`src/rtl/quad_pkg.sv`:
```
// Shared phase constants, direction encoding and the phase-step decoder used by quad_step_decoder.
package quad_pkg;

   localparam logic [1:0] PH_00 = 2'b00;
   localparam logic [1:0] PH_01 = 2'b01;
   localparam logic [1:0] PH_11 = 2'b11;
   localparam logic [1:0] PH_10 = 2'b10;

   typedef enum logic [1:0] {
      DIR_NONE = 2'd0,
      DIR_UP   = 2'd1,
      DIR_DN   = 2'd2,
      DIR_ERR  = 2'd3
   } quad_dir_e;

   // Classifies one A/B sample pair; a two-bit change is an illegal jump.
   function automatic quad_dir_e quad_dir(input logic [1:0] prev, input logic [1:0] cur);
      quad_dir_e d;
      d = DIR_NONE;
      if (prev != cur) begin
         case ({prev, cur})
            {PH_00, PH_01}, {PH_01, PH_11}, {PH_11, PH_10}, {PH_10, PH_00}: d = DIR_UP;
            {PH_01, PH_00}, {PH_11, PH_01}, {PH_10, PH_11}, {PH_00, PH_10}: d = DIR_DN;
            default:                                                        d = DIR_ERR;
         endcase
      end
      return d;
   endfunction

endpackage

```
`src/rtl/quad_sync_filter.sv`:
```
// Input synchroniser with an optional debounce stage (enabled by defining QUAD_DEBOUNCE_EN).
// valid rises once the chain holds a real post-reset sample, so the reset zeros are never decoded.
module quad_sync_filter #(
   parameter int SYNC_STAGES     = 2,
   parameter int DEBOUNCE_CYCLES = 4,
   parameter int DEBOUNCE_W      = 3
) (
   input  logic clk,
   input  logic reset,
   input  logic din,
   output logic dout,
   output logic valid
);

   logic [SYNC_STAGES-1:0] sync_q;
   logic [SYNC_STAGES-1:0] vld_q;
   logic                   sync_out;
   logic                   sync_vld;

   always_ff @(posedge clk or posedge reset) begin
      if (reset) begin
         sync_q <= '0;
         vld_q  <= '0;
      end else begin
         sync_q <= {sync_q[SYNC_STAGES-2:0], din};
         vld_q  <= {vld_q[SYNC_STAGES-2:0], 1'b1};
      end
   end

   assign sync_out = sync_q[SYNC_STAGES-1];
   assign sync_vld = vld_q[SYNC_STAGES-1];

`ifdef QUAD_DEBOUNCE_EN
   logic                  filt_q;
   logic                  filt_vld_q;
   logic [DEBOUNCE_W-1:0] cnt_q;

   // The first real sample is taken as-is; after that a change needs a full stable run.
   always_ff @(posedge clk or posedge reset) begin
      if (reset) begin
         filt_q     <= 1'b0;
         filt_vld_q <= 1'b0;
         cnt_q      <= '0;
      end else if (!filt_vld_q) begin
         cnt_q <= '0;
         if (sync_vld) begin
            filt_q     <= sync_out;
            filt_vld_q <= 1'b1;
         end
      end else if (sync_out != filt_q) begin
         if (cnt_q == DEBOUNCE_W'(DEBOUNCE_CYCLES - 1)) begin
            filt_q <= sync_out;
            cnt_q  <= '0;
         end else begin
            cnt_q <= cnt_q + 1'b1;
         end
      end else begin
         cnt_q <= '0;
      end
   end

   assign dout  = filt_q;
   assign valid = filt_vld_q;
`else
   logic unused_debounce_cfg;

   assign unused_debounce_cfg = ^{DEBOUNCE_CYCLES, DEBOUNCE_W};
   assign dout                = sync_out;
   assign valid               = sync_vld;
`endif

endmodule

```
`src/rtl/quad_step_decoder.sv`:
```
// Quadrature A/B/index decoder producing registered up/down/load strobes for a 4-bit counter.
// Define QUAD_DEBOUNCE_EN to insert the debounce filter on every synchronised input.
module quad_step_decoder
   import quad_pkg::*;
#(
   parameter int                 SYNC_STAGES     = 2,
   parameter int                 DEBOUNCE_CYCLES = 4,
   parameter int                 DEBOUNCE_W      = 3,
   parameter int                 VALUE_W         = 4,
   parameter logic [VALUE_W-1:0] HOME_VALUE      = '0
) (
   input  logic               clk,
   input  logic               reset,
   input  logic               enc_a,
   input  logic               enc_b,
   input  logic               enc_idx,
   input  logic               err_clr,
   output logic               up,
   output logic               down,
   output logic               load,
   output logic [VALUE_W-1:0] value,
   output logic               err
);

   logic a_f, b_f, idx_f;
   logic a_v, b_v, idx_v;

   quad_sync_filter #(
      .SYNC_STAGES(SYNC_STAGES), .DEBOUNCE_CYCLES(DEBOUNCE_CYCLES), .DEBOUNCE_W(DEBOUNCE_W)
   ) u_filt_a (
      .clk(clk), .reset(reset), .din(enc_a), .dout(a_f), .valid(a_v)
   );

   quad_sync_filter #(
      .SYNC_STAGES(SYNC_STAGES), .DEBOUNCE_CYCLES(DEBOUNCE_CYCLES), .DEBOUNCE_W(DEBOUNCE_W)
   ) u_filt_b (
      .clk(clk), .reset(reset), .din(enc_b), .dout(b_f), .valid(b_v)
   );

   quad_sync_filter #(
      .SYNC_STAGES(SYNC_STAGES), .DEBOUNCE_CYCLES(DEBOUNCE_CYCLES), .DEBOUNCE_W(DEBOUNCE_W)
   ) u_filt_idx (
      .clk(clk), .reset(reset), .din(enc_idx), .dout(idx_f), .valid(idx_v)
   );

   logic [1:0]         prev_ab_q, prev_ab_d;
   logic               primed_q, primed_d;
   logic               idx_q, idx_d;
   logic               up_q, up_d;
   logic               down_q, down_d;
   logic               load_q, load_d;
   logic               err_q, err_d;
   logic [VALUE_W-1:0] value_q;

   logic               sample_valid;
   logic [1:0]         cur_ab;
   logic               idx_rise;
   quad_dir_e          dir;

   assign sample_valid = a_v & b_v & idx_v;
   assign cur_ab       = {a_f, b_f};
   assign idx_rise     = idx_f & ~idx_q;
   assign dir          = quad_dir(prev_ab_q, cur_ab);

   // The first valid sample only primes history; a load drops any coincident step.
   always_comb begin
      prev_ab_d = prev_ab_q;
      primed_d  = primed_q;
      idx_d     = idx_q;
      up_d      = 1'b0;
      down_d    = 1'b0;
      load_d    = 1'b0;
      err_d     = err_q;
      if (err_clr) err_d = 1'b0;
      if (sample_valid) begin
         prev_ab_d = cur_ab;
         idx_d     = idx_f;
         primed_d  = 1'b1;
         if (primed_q) begin
            load_d = idx_rise;
            if (dir == DIR_ERR) begin
               err_d = 1'b1;
            end else if (!idx_rise) begin
               up_d   = (dir == DIR_UP);
               down_d = (dir == DIR_DN);
            end
         end
      end
   end

   always_ff @(posedge clk or posedge reset) begin
      if (reset) begin
         prev_ab_q <= PH_00;
         primed_q  <= 1'b0;
         idx_q     <= 1'b0;
         up_q      <= 1'b0;
         down_q    <= 1'b0;
         load_q    <= 1'b0;
         err_q     <= 1'b0;
         value_q   <= HOME_VALUE;
      end else begin
         prev_ab_q <= prev_ab_d;
         primed_q  <= primed_d;
         idx_q     <= idx_d;
         up_q      <= up_d;
         down_q    <= down_d;
         load_q    <= load_d;
         err_q     <= err_d;
         value_q   <= HOME_VALUE;
      end
   end

   assign up    = up_q;
   assign down  = down_q;
   assign load  = load_q;
   assign err   = err_q;
   assign value = value_q;

endmodule
```
`config.mk`:
```
export PLATFORM = sky130hd
export DESIGN_NAME = quad_step_decoder
export DESIGN_NICKNAME = d
export VERILOG_FILES = /design/src/rtl/quad_pkg.sv /design/src/rtl/quad_sync_filter.sv /design/src/rtl/quad_step_decoder.sv
export SDC_FILE = /design/constraint.sdc
export NUM_CORES = 1
export LEC_CHECK = 0
export BUFFER_PORTS_ARGS = -buffer_cell sky130_fd_sc_hd__buf_2
export CORE_AREA = 2 2 41 43
export DETAILED_ROUTE_END_ITERATION = 6
export DIE_AREA = 0 0 43 45
export GPL_TIMING_DRIVEN = 1
export PLACE_DENSITY = 0.82
export SLEW_MARGIN = 20
export SYNTH_ARGS = -nofsm -noshare
export SYNTH_HDL_FRONTEND = slang
export SYNTH_HIERARCHICAL = 1
export SYNTH_SLANG_ARGS = --single-unit
```
`constraint.sdc`:
```
create_clock -name clk -period 1.6 [get_ports clk]
set_clock_uncertainty 0.2 [all_clocks]
set_input_delay 0.08 -clock clk [delete_from_list [all_inputs] [get_ports clk]]
set_output_delay 0.08 -clock clk [all_outputs]
set_load 0.05 [all_outputs]
```
==> summary.txt <==
Outcome
  • Status: completed

Worst setup path
  • CP Cell Sequence: nand3_1 -> mux2_2
  • R2r setup slk: 0.40 ns
  • Crit end category: flop
  • Required time of the critical path: 1.59 ns
  • Setup Crit Path Kind: flop to flop
  • Critical path launch point type: flop
  • Worst-path maximum fanout: 3
  • CP max stage delay: 0.40 ns
  • WP data arrival: 1.19 ns
  • Crit Reg-Reg Startpoint: u_filt_a/vld_q[1]
  • R2r endpoint: prev_ab_q[0]
  • CP max-delay cell: dfrtp_1
  • Number of cells on the worst reg-to-reg path: 2
  • Critical Path Source: u_filt_a/vld_q[1]

Drt
  • ANT nets after route: 0
  • Top Metal Used: met4
  • Met1 WL: 369 um
  • Met2 wire len: 461 um
  • Vias after detailed routing: 376
  • DR pass1 iterations: 2
  • Met3 WL: 51 um
  • Detailed router's first-iteration violation count: 1
  • Vias per Instance: 4.48
  • WL final: 896 um
  • DRC viols: 0
  • Avg WL per Cell: 10.7 um

Final layout
  • Share of cells above drive strength 1: 0.279
  • Reg area: 500 um^2
  • Diodes inserted: 0
  • Layout Nets: 75
  • Multi-input gate area: 168 um^2
  • Fillers: 130
  • P&R area growth vs syn: 21.1%
  • Layout Cells excl Fill: 84

Clock network
  • CTS max path bufs: 2
  • Latest clock arrival within the worst-skew pair: 0.30 ns
  • Num CTS Buffers: 3
  • CTS tree: done
  • Reg clk slew, reported paths: 0.11 ns
  • CTS Sinks: 20
  • H-tree levels: 1
  • Clk root buf: clkbuf_4

GRT
  • Initial antenna violation count: 0
  • Grt ovf: 0
  • Vias in the first global route: 373
  • Largest net degree at the start of global routing: 13
  • First-pass GRT wire length: 1.47 mm
  • Total global-route track usage: 0.109

Synthesis
  • Count of different cell masters after synthesis: 15
  • Post-Synthesis Cells: 51
  • Sequential share of the synthesized area: 0.709
  • Syn_area_per_cell: 13.8 um^2
  • Post-Syn Area: 706 um^2
  • Synth Register Bits: 20
  • Synth warn: 6

Placement
  • HPWL after detailed placement: 670 um
  • PortBufs: 9
  • Post-Place Cells: 75
  • Gpl congestion: 0.733

Worst hold path
  • Hold Path Class: input pin to async pin

Timing
  • Setup tns final: 0 ns
  • Fin crit share: 0.750
  • Final hold vios: 0
  • Count of final setup violators: 0
  • RSZ-0062 raised after global routing: no
  • Min Tclk post-route: 1.20 ns
  • Fmax: 0.834 GHz
  • Final Max Tran Viols: 0

Die
  • Die area: 0.00194 mm^2
  • Ports: 14
  • Die span in x: 43 um
  • # rows: 14
  • Die height: 45 um
  • Core Region: 0.00147 mm^2
  • Initial Util: 0.480

Power and ir drop
  • Leak: 0.417 nW
  • Power per Cell Area: 1270 mW/mm^2
  • Max VDD drop: 0.823 mV
  • Final Power: 1.08 mW

Run
  • Max-Cap Viols: 0
[where the power goes]
group / total [mW] / internal (mW) / switching [mW]
Combinational: 0.122 / 0.0488 / 0.0735
Clock: 0.404 / 0.253 / 0.150
Sequential: 0.559 / 0.539 / 0.0205
Total: 1.08 / 0.841 / 0.244
[registers in the layout, indices dropped and copies added (netlist names), 2 cells and up]
register,flops
u_filt_idx/vld_q,2
u_filt_b/sync_q,2
u_filt_idx/sync_q,2
u_filt_a/sync_q,2
u_filt_b/vld_q,2
prev_ab_q,2
u_filt_a/vld_q,2
[stage by stage]
| step | area, um^2 | hold WS (ns) | util | setup WS [ns] |
|---|---|---|---|---|
| CTS | 855 | 0.00522 | 0.581 | 0.392 |
| detailed placement | 752 | -0.204 | 0.511 | 0.407 |
| finish | 855 | 0.0100 | 0.581 | 0.401 |
| floorplan | 717 | -0.354 | - | 0.448 |
| global route | 855 | 0.0282 | 0.581 | 0.335 |
| global placement | 752 | -0.212 | 0.511 | 0.418 |
[logic make-up after synthesis]
kind of cell | Yosys count | synth area share
flip-flops | 20 | 0.709
AND/OR/NAND/NOR | 10 | 0.0798
buffers and inverters | 9 | 0.0692
XOR/XNOR | 4 | 0.0497
other | 4 | 0.0213
multiplexers | 3 | 0.0479
AO/OA/AOI/OAI | 1 | 0.0231
[cell usage after synthesis, drive strengths merged]
master   n  area (um^2)
dfrtp   20          500
inv      5         18.8
buf      4         30.0
conb     4         15.0
mux2     3         33.8
xnor2    3         26.3
nand2    2         10.0
nand2b   2         12.5
nand3    2         10.0
nor2     2         7.51
and3     1         11.3
nor3     1         5.00
o32ai    1         16.3
xor2     1         8.76
[placed cells by master (no fill, tap or decap), drive strengths merged, types with 2 or more instances in the layout]
master / instances
dfrtp: 20
buf: 9
conb: 7
inv: 5
dlygate4sd3: 5
mux2: 3
xnor2: 3
clkbuf: 3
nand3: 2
nand2b: 2
nor2: 2
nand2: 2
[metal layers]
metal	vias to the layer above	track usage
met2	13	0.197
met5	-	0
li1	180	-
met4	0	0.0545
met1	181	0.115
met3	2	0.0360
[worst max-delay path, delay by kind of cell (launching register included)]
| kind | cells | cell delay [ns] |
|---|---|---|
| AND/OR/NAND/NOR | 1 | 0.15 |
| multiplexers | 1 | 0.34 |
| flip-flops | 1 | 0.40 |
[how the worst max path moves through the flow]
stage / slack, ns / end
2_1_floorplan: 0.45 / prev_ab_q[1]
3_3_place_gp: 0.42 / prev_ab_q[1]
3_5_place_dp: 0.41 / prev_ab_q[1]
4_1_cts: 0.39 / prev_ab_q[1]
5_1_grt: 0.34 / idx_q
6_report: 0.40 / prev_ab_q[0]
[layout make-up]
type	count	share of cell area
flip-flops and latches	20	0.586
multi-input cells	25	0.196
repair buffers	14	0.111
clock inverters	1	0.0351
clock buffers	3	0.0264
well taps	16	0.0234
inverters	5	0.0220
[what timing repair did]
item                      CTS  global route
resized for setup           0             0
buffers inserted            0             0
hold buffers                5             0
hold endpoints to repair   24             0
No activity file was read; power rests on OpenSTA's default activity.
